`src/rtl/pipe_credit_pkg.sv`:
```
// Shared defaults and helpers for the credit-managed pipeline output FIFO.
package pipe_credit_pkg;

  localparam int DATA_W_DEF   = 64;
  localparam int DEPTH_DEF    = 16;
  localparam int PIPE_LAT_DEF = 10;
  localparam int PTR_W_DEF    = $clog2(DEPTH_DEF);

  // Pointer type for the default depth; pointers wrap naturally at DEPTH.
  typedef logic [PTR_W_DEF-1:0] ptr_t;

  // Counter width able to hold the values 0..depth inclusive.
  function automatic int cnt_w(input int depth);
    return $clog2(depth + 1);
  endfunction

endpackage

```
`src/rtl/pipe_credit_ram.sv`:
```
// Simple dual-port storage: one synchronous write port, one asynchronous read port.
module pipe_credit_ram #(
  parameter int DATA_W = 64,
  parameter int DEPTH  = 16,
  parameter int AW     = $clog2(DEPTH)
) (
  input  logic              clk,
  input  logic              i_wr_en,
  input  logic [AW-1:0]     i_wr_addr,
  input  logic [DATA_W-1:0] i_wr_data,
  input  logic [AW-1:0]     i_rd_addr,
  output logic [DATA_W-1:0] o_rd_data
);

  logic [DATA_W-1:0] r_mem [DEPTH];

  // Array write; deliberately no reset so it maps onto plain RAM.
  always_ff @(posedge clk) begin
    if (i_wr_en) begin
      r_mem[i_wr_addr] <= i_wr_data;
    end
  end

  assign o_rd_data = r_mem[i_rd_addr];

endmodule

```
`src/rtl/pipe_credit_fifo.sv`:
```
// Credit-managed output FIFO behind a fixed-latency, non-stallable pipeline.
// Credits bound stored plus in-flight results to DEPTH; the head is registered
// first-word fall-through.
module pipe_credit_fifo
  import pipe_credit_pkg::*;
#(
  parameter int DATA_W   = DATA_W_DEF,
  parameter int DEPTH    = DEPTH_DEF,
  parameter int PIPE_LAT = PIPE_LAT_DEF,
  parameter int CNT_W    = cnt_w(DEPTH)
) (
  input  logic              clk,
  input  logic              rst_n,
  output logic              issue_ok_o,
  input  logic              issue_i,
  input  logic              pipe_vld_i,
  input  logic [DATA_W-1:0] pipe_data_i,
  output logic              m_valid_o,
  output logic [DATA_W-1:0] m_data_o,
  input  logic              m_ready_i,
  output logic [CNT_W-1:0]  count_o,
  output logic [CNT_W-1:0]  credits_o,
  output logic              iss_err_o,
  output logic              ovf_err_o
);

  localparam int               AW   = $clog2(DEPTH);
  localparam logic [CNT_W-1:0] FULL = CNT_W'(DEPTH);

  logic [AW-1:0]     r_rd_ptr;
  logic [AW-1:0]     r_wr_ptr;
  logic [CNT_W-1:0]  r_count;
  logic [CNT_W-1:0]  r_credits;
  logic [DATA_W-1:0] r_m_data;
  logic              r_iss_err;
  logic              r_ovf_err;

  logic              w_pop;
  logic              w_take;
  logic              w_write;
  logic              w_drop;
  logic [AW-1:0]     w_rd_next;
  logic [DATA_W-1:0] w_ram_rdata;

  assign w_pop     = (r_count != '0) & m_ready_i;
  assign w_take    = issue_i & (r_credits != '0);
  assign w_write   = pipe_vld_i & ((r_count < FULL) | w_pop);
  assign w_drop    = pipe_vld_i & (r_count == FULL) & ~w_pop;
  assign w_rd_next = r_rd_ptr + AW'(1);

  pipe_credit_ram #(
    .DATA_W (DATA_W),
    .DEPTH  (DEPTH),
    .AW     (AW)
  ) u_ram (
    .clk       (clk),
    .i_wr_en   (w_write),
    .i_wr_addr (r_wr_ptr),
    .i_wr_data (pipe_data_i),
    .i_rd_addr (w_rd_next),
    .o_rd_data (w_ram_rdata)
  );

  // Occupancy and credit accounting; a simultaneous take and pop cancel out.
  always_ff @(posedge clk or negedge rst_n) begin
    if (!rst_n) begin
      r_count   <= '0;
      r_credits <= FULL;
    end else begin
      r_count   <= r_count + CNT_W'(w_write) - CNT_W'(w_pop);
      r_credits <= r_credits + CNT_W'(w_pop) - CNT_W'(w_take);
    end
  end

  // Read and write pointers, wrapping at DEPTH by their width.
  always_ff @(posedge clk or negedge rst_n) begin
    if (!rst_n) begin
      r_rd_ptr <= '0;
      r_wr_ptr <= '0;
    end else begin
      if (w_pop) begin
        r_rd_ptr <= w_rd_next;
      end
      if (w_write) begin
        r_wr_ptr <= r_wr_ptr + AW'(1);
      end
    end
  end

  // Registered head: advance from RAM on pop, or bypass incoming data when the head slot empties.
  always_ff @(posedge clk or negedge rst_n) begin
    if (!rst_n) begin
      r_m_data <= '0;
    end else if (w_pop && (r_count > CNT_W'(1))) begin
      r_m_data <= w_ram_rdata;
    end else if (w_write && ((r_count == '0) || w_pop)) begin
      r_m_data <= pipe_data_i;
    end
  end

  // Sticky error flags, cleared only by reset.
  always_ff @(posedge clk or negedge rst_n) begin
    if (!rst_n) begin
      r_iss_err <= 1'b0;
      r_ovf_err <= 1'b0;
    end else begin
      if (issue_i && (r_credits == '0)) begin
        r_iss_err <= 1'b1;
      end
      if (w_drop) begin
        r_ovf_err <= 1'b1;
      end
    end
  end

  // Misconfigured parameters trip this immediately in simulation.
  if (DEPTH < 2 || (DEPTH & (DEPTH - 1)) != 0 || PIPE_LAT < 0) begin : g_param_check
    assert property (@(posedge clk) 1'b0);
  end

  assign issue_ok_o = (r_credits != '0);
  assign m_valid_o  = (r_count != '0);
  assign m_data_o   = r_m_data;
  assign count_o    = r_count;
  assign credits_o  = r_credits;
  assign iss_err_o  = r_iss_err;
  assign ovf_err_o  = r_ovf_err;

endmodule

```
`config.mk`:
```
export PLATFORM = sky130hd
export DESIGN_NAME = pipe_credit_fifo
export DESIGN_NICKNAME = d
export VERILOG_FILES = /design/src/rtl/pipe_credit_pkg.sv /design/src/rtl/pipe_credit_ram.sv /design/src/rtl/pipe_credit_fifo.sv
export SDC_FILE = /design/constraint.sdc
export NUM_CORES = 1
export LEC_CHECK = 0
export ABC_AREA = 1
export CAP_MARGIN = 15
export CORE_MARGIN = 2
export CORE_UTILIZATION = 55
export DETAILED_ROUTE_END_ITERATION = 6
export PLACE_DENSITY = 0.73
export SYNTH_ARGS = -nofsm -noshare
export SYNTH_HDL_FRONTEND = slang
export SYNTH_SLANG_ARGS = --single-unit
```
`constraint.sdc`:
```
create_clock -name clk -period 5.12 [get_ports clk]
set_clock_uncertainty 0.05 [all_clocks]
set_input_delay 1.536 -clock clk [delete_from_list [all_inputs] [get_ports clk]]
set_output_delay 1.536 -clock clk [all_outputs]
set_load 0.01 [all_outputs]
```
## Word-level counts from Yosys, hierarchy flattened

Memory sizes are Yosys's and may differ from the RTL's.
Index checks and enable logic that the tools add are counted.

- Bits of input ports: 69
- Memories: 1
- Memory bits (writable): 1,024
- Register bits: 84
- Logic and storage cells: 37

Memory list:

| name | words | width | read ports | clocked after Yosys merged registers in | wr ports | RTL line | source |
|---|---|---|---|---|---|---|---|
| u_ram.r_mem | 16 | 64 | 1 | 0 | 1 | pipe_credit_ram.sv:15 | `logic [DATA_W-1:0] r_mem [DEPTH];` |

- Reduce and logical (&&, ||, !) cells: 9
- Equal/unequal tests: 1
- Mux-type cells: 4
- Add/sub/neg operators: 6
- Magnitude comparators: 2
- Bitwise logic cells: 7

Operators by type and width:

| kind | count |
|---|---|
| $mux 64 | 2 |
| $add 5x1->5 | 2 |
| $logic_not 5->1 | 2 |
| $reduce_bool 5->1 | 2 |
| $sub 5x1->5 | 2 |
| $add 4x1->4 const B | 2 |
| $and 1x1->1 | 5 |
| $eq 5x5->1 const B | 1 |
| $gt 5x1->1 const B | 1 |
| $lt 5x5->1 const B | 1 |
| $logic_and 1x1->1 | 3 |
| $mux 1 | 2 |
| $reduce_bool 2->1 | 1 |
| $logic_or 1x1->1 | 1 |
| $not 1->1 | 1 |
| $or 1x1->1 | 1 |

## Depth between registers and ports, before layout

- Depth after elaboration: 7
- Mapped depth: 15
- Gate-level depth less buffers: 14

## Cells and area by module

Synthesis repeated with hierarchy kept, for this count alone.

- Cell total of the unflattened synthesis: 4,746
- Area total of the unflattened synthesis: 48,796.8 um^2

Modules (own cells, without submodules):

| module | cells an instance | area an instance (um^2) | instances | sequential area each (um^2) |
|---|---|---|---|---|
| pipe_credit_ram | 4,146 | 44,004.7 | 1 | 30,749.5 |
| pipe_credit_fifo | 600 | 4,792.1 | 1 | 2,103.3 |

## Worst setup path before layout

Ideal clock, no wire load.

- Kind: input -> register
- From: input port pipe_vld_i
- To: memory u_ram.r_mem[11][0] (enable)
- Arrival: 4.846 ns
- Path slack: -0.263 ns
- Stages on the path: 5
- Setup time: 0.486 ns
- Path through: clkbuf_1 > o21ai_0 > inv_1 > nand2_1 > nor2_1

- Cells in the longest elaborated chain, start to end: 3

RTL lines:

| what | RTL line | source |
|---|---|---|
| start: declaration | pipe_credit_fifo.sv:16 | `input logic pipe_vld_i,` |
| $and 1x1->1 | pipe_credit_fifo.sv:47 | `assign w_write = pipe_vld_i & ((r_count < FULL) \| w_pop);` |
| $mux 1 | pipe_credit_ram.sv:19 | `if (i_wr_en) begin` |
| $mux 1 (implied by the code) | pipe_credit_ram.sv:20 | `r_mem[i_wr_addr] <= i_wr_data;` |
| end: declaration | pipe_credit_ram.sv:15 |  |

Every way passes these cells.

## Worst setup path after layout

- From: register r_count[3] (netlist: count_o[3])
- To: output port m_valid_o

- Cells in the longest elaborated chain, start to end: 1

RTL lines:

| what | RTL line | source |
|---|---|---|
| start: declaration | pipe_credit_fifo.sv:32 | `logic [CNT_W-1:0] r_count;` |
| start signal: assignment | pipe_credit_fifo.sv:70 | `r_count <= r_count + CNT_W'(w_write) - CNT_W'(w_pop);` |
| $reduce_bool 5->1 | pipe_credit_fifo.sv:122 | `assign m_valid_o = (r_count != '0);` |
| end: declaration | pipe_credit_fifo.sv:18 | `output logic m_valid_o,` |

Every way passes these cells.

==> results.toml <==
[global_routing]
grt_max_degree = 181
grt_use_total = 0.2648
grt_pass1_wl_um = 181900
overflow = 0
grt_pass1_vias = 32140
antenna_found_initial = 0

[placement]
postPlaceCellArea_um2 = 50080
io_buffers = 146
place_congestion = 0.7756
dp_hpwl_um = 59160

[cts]
numCtsBuffers = 110
postCtsHoldBufs = 0
cts_resized = 0
cts.reportedPaths.clkPinSlew_ns = 0.06
worstSkewPairLatency_ns = 0.67
cts_sinks = 1108
cts_tree = "done"
cts_root_buffer = "clkbuf_16"
cts_setup_buffers = 0
htreeDepth = 3
clk_path_buf_depth = 3

[yosys]
ys_seq_area_frac = 0.6929
synth_area_um2 = 47410
synth.largest_area_cell = "edfxtp_1"
ys_top_cells_by_area = "edfxtp_1, nand2_1, nand3_1"
avgSynthCellArea_um2 = 10.41
synth_top_cell_area_share = 0.6486
synth_cells = 4553
syn_nets = 4642
ys_ff_latch = 1108
yosys_warnings = 0
netlist-cell-type-count = 26

[sta]
worstMarginPinSlew_ns = 1.216
setup_viol = 0
finalCritPeriodShare = 0.7660
rsz0062_at_grt = "false"
fin_tns_setup_ns = 0
fmax_mhz = 255.0
fin_crit_ns = 3.922
hold_ws_ns = 0.4330
hold_violations = 0
final_max_slew_viol_count = 0
maxSlewHeadroom = 0.1895

[pwr]
total_power_mw = 32.68
power.density_nw_per_um2 = 608.0
p_leak_nw = 22.52
ir_worst_vdd_v = 0.001271

[worst_setup_path]
rr_startpoint = "r_rd_ptr[0]$_DFFE_PN0P_"
max_stage_delay_ns = 0.53
critPathArrivalTime_ns = 2.34
critPathLaunchType = "register"
endpoint_kind = "primary output"
cp_cell_sequence = "inv_1 > ha_1 > nor3b_1 > nand2_1 > clkdlybuf4s50_1"
critPathKind = "register to primary output"
setup.worst_path.start = "count_o[3]$_DFF_PN0_"
critical_path_buf_inv_count = 2
crit_family = "buffers and inverters"
worstPathRequired_ns = 3.53
cp_slowest_cell = "clkdlybuf4s50_1"
crit_fanout = 4

[routing]
num_vias = 32530
first_pass_iters = 6
wirelength_um = 117900
drtAntennaViolNets = 0
wl_per_cell_um = 20.10
viasPerCell = 5.547
drt_iter0_drc = 3813
drc_errors = 0

[floorplanning]
die_h_um = 297.6
coreArea_um2 = 85280
rows = 107
io_pins = 147
start_util = 0.5560
die_x_um = 297.6
dieArea_um2 = 88570

[finish]
design_area_um2 = 53750
antenna_cells = 0
final_common_cell = "nand2_1"
final_cell_mix = "nand2_1, edfxtp_1, nand3_1, inv_1, clkdlybuf4s50_1"
syn2layout_area_growth_pct = 13.37
fillers = 6400
nets = 4715
drive_gt1_frac = 0.05592

[worst_hold_path]
hold_path.class = "register to register"
worstHoldStart = "iss_err_o$_DFFE_PN0P_"

[outcome]
status = "finished clean"

[run]
cap_violations = 0
[report_power, final]
part           leakage, nW  total (mW)  switching [mW]  internal, mW
clock                 1.81        8.14            3.38          4.76
sequential            10.2        11.5           0.569          10.9
combinational         10.5        13.0            9.04          4.01
[cell families (layout without fill, tap and decap cells)]
logic type               after synthesis  in the layout  share of synthesized area
AND/OR/NAND/NOR                     2549           2549                     0.2243
flip-flops                          1108           1108                     0.6929
buffers and inverters                847           1015                    0.07231
adder cells (fa/ha/maj)               20             20                   0.005595
XOR/XNOR                              15             15                   0.003167
AO/OA/AOI/OAI                         14             14                   0.001663
[worst reg2reg max path, stage by stage, from the launching register on]
cell and delay (ns):
dfrtp_4 0.86, buf_4 0.74, buf_4 0.85, nand2_1 0.21
nand3_1 0.14, nand3_1 0.13, nand3_1 0.18, nand3_1 0.09
nand2_1 0.10, inv_1 0.04
[state kept, by name, indices dropped and copies added, names as in the netlist]
signal and flops:
count_o 5, credits_o 5, iss_err_o 1, m_data_o 64, ovf_err_o 1, r_rd_ptr 4, r_wr_ptr 4, u_ram.r_mem 1024
[worst paths after layout]
kind,depth (start not counted),endpoint,slack (ns)
max in group asynchronous,2,m_data_o[58]$_DFFE_PN0P_,3.11
worst min register to register,1,iss_err_o$_DFFE_PN0P_,0.43
worst max-delay path,5,m_valid_o,1.20
worst min-delay path,1,iss_err_o$_DFFE_PN0P_,0.43
worst max register to register,9,m_data_o[14]$_DFFE_PN0P_,1.64
min in group asynchronous,1,credits_o[3]$_DFF_PN0_,0.96
[cells in the mapped netlist, drive strengths merged]
master / instances
a21oi: 4
a31o: 1
a41o: 1
buf: 187
clkbuf: 59
clkinv: 1
dfrtp: 83
dfstp: 1
edfxtp: 1024
fa: 2
ha: 18
inv: 600
nand2: 1689
nand3: 835
nand4: 2
nor2: 22
nor3b: 1
o21ai: 8
xnor2: 2
xor2: 13
[stage by stage]
step / utilization / setup slack [ns] / cells
2_1_floorplan: - / -0.2628 / 4553
3_3_place_gp: 0.5872 / 1.011 / 5658
3_5_place_dp: 0.5872 / 0.9759 / 5658
4_1_cts: 0.6303 / 1.177 / 5865
5_1_grt: 0.6303 / 1.080 / 5865
6_report: 0.6303 / 1.198 / 5865
[cell type report]
cell class,count,area [µm²],area share
clock buffers,150,3077,0.05724
clock inverters,57,595.6,0.01108
flip-flops and latches,1108,32860,0.6113
well taps,1144,1431,0.02663
inverters,601,2272,0.04227
repair buffers,207,2190,0.04074
multi-input cells,2598,11330,0.2108
[routing by layer]
metal | global-route usage | share of wire
met5 | 0 | 0
met4 | 0.08622 | 0.025
met3 | 0.04229 | 0.095
met2 | 0.4317 | 0.47
met1 | 0.3668 | 0.41
Note: power is estimated with default switching activity, not from simulation.
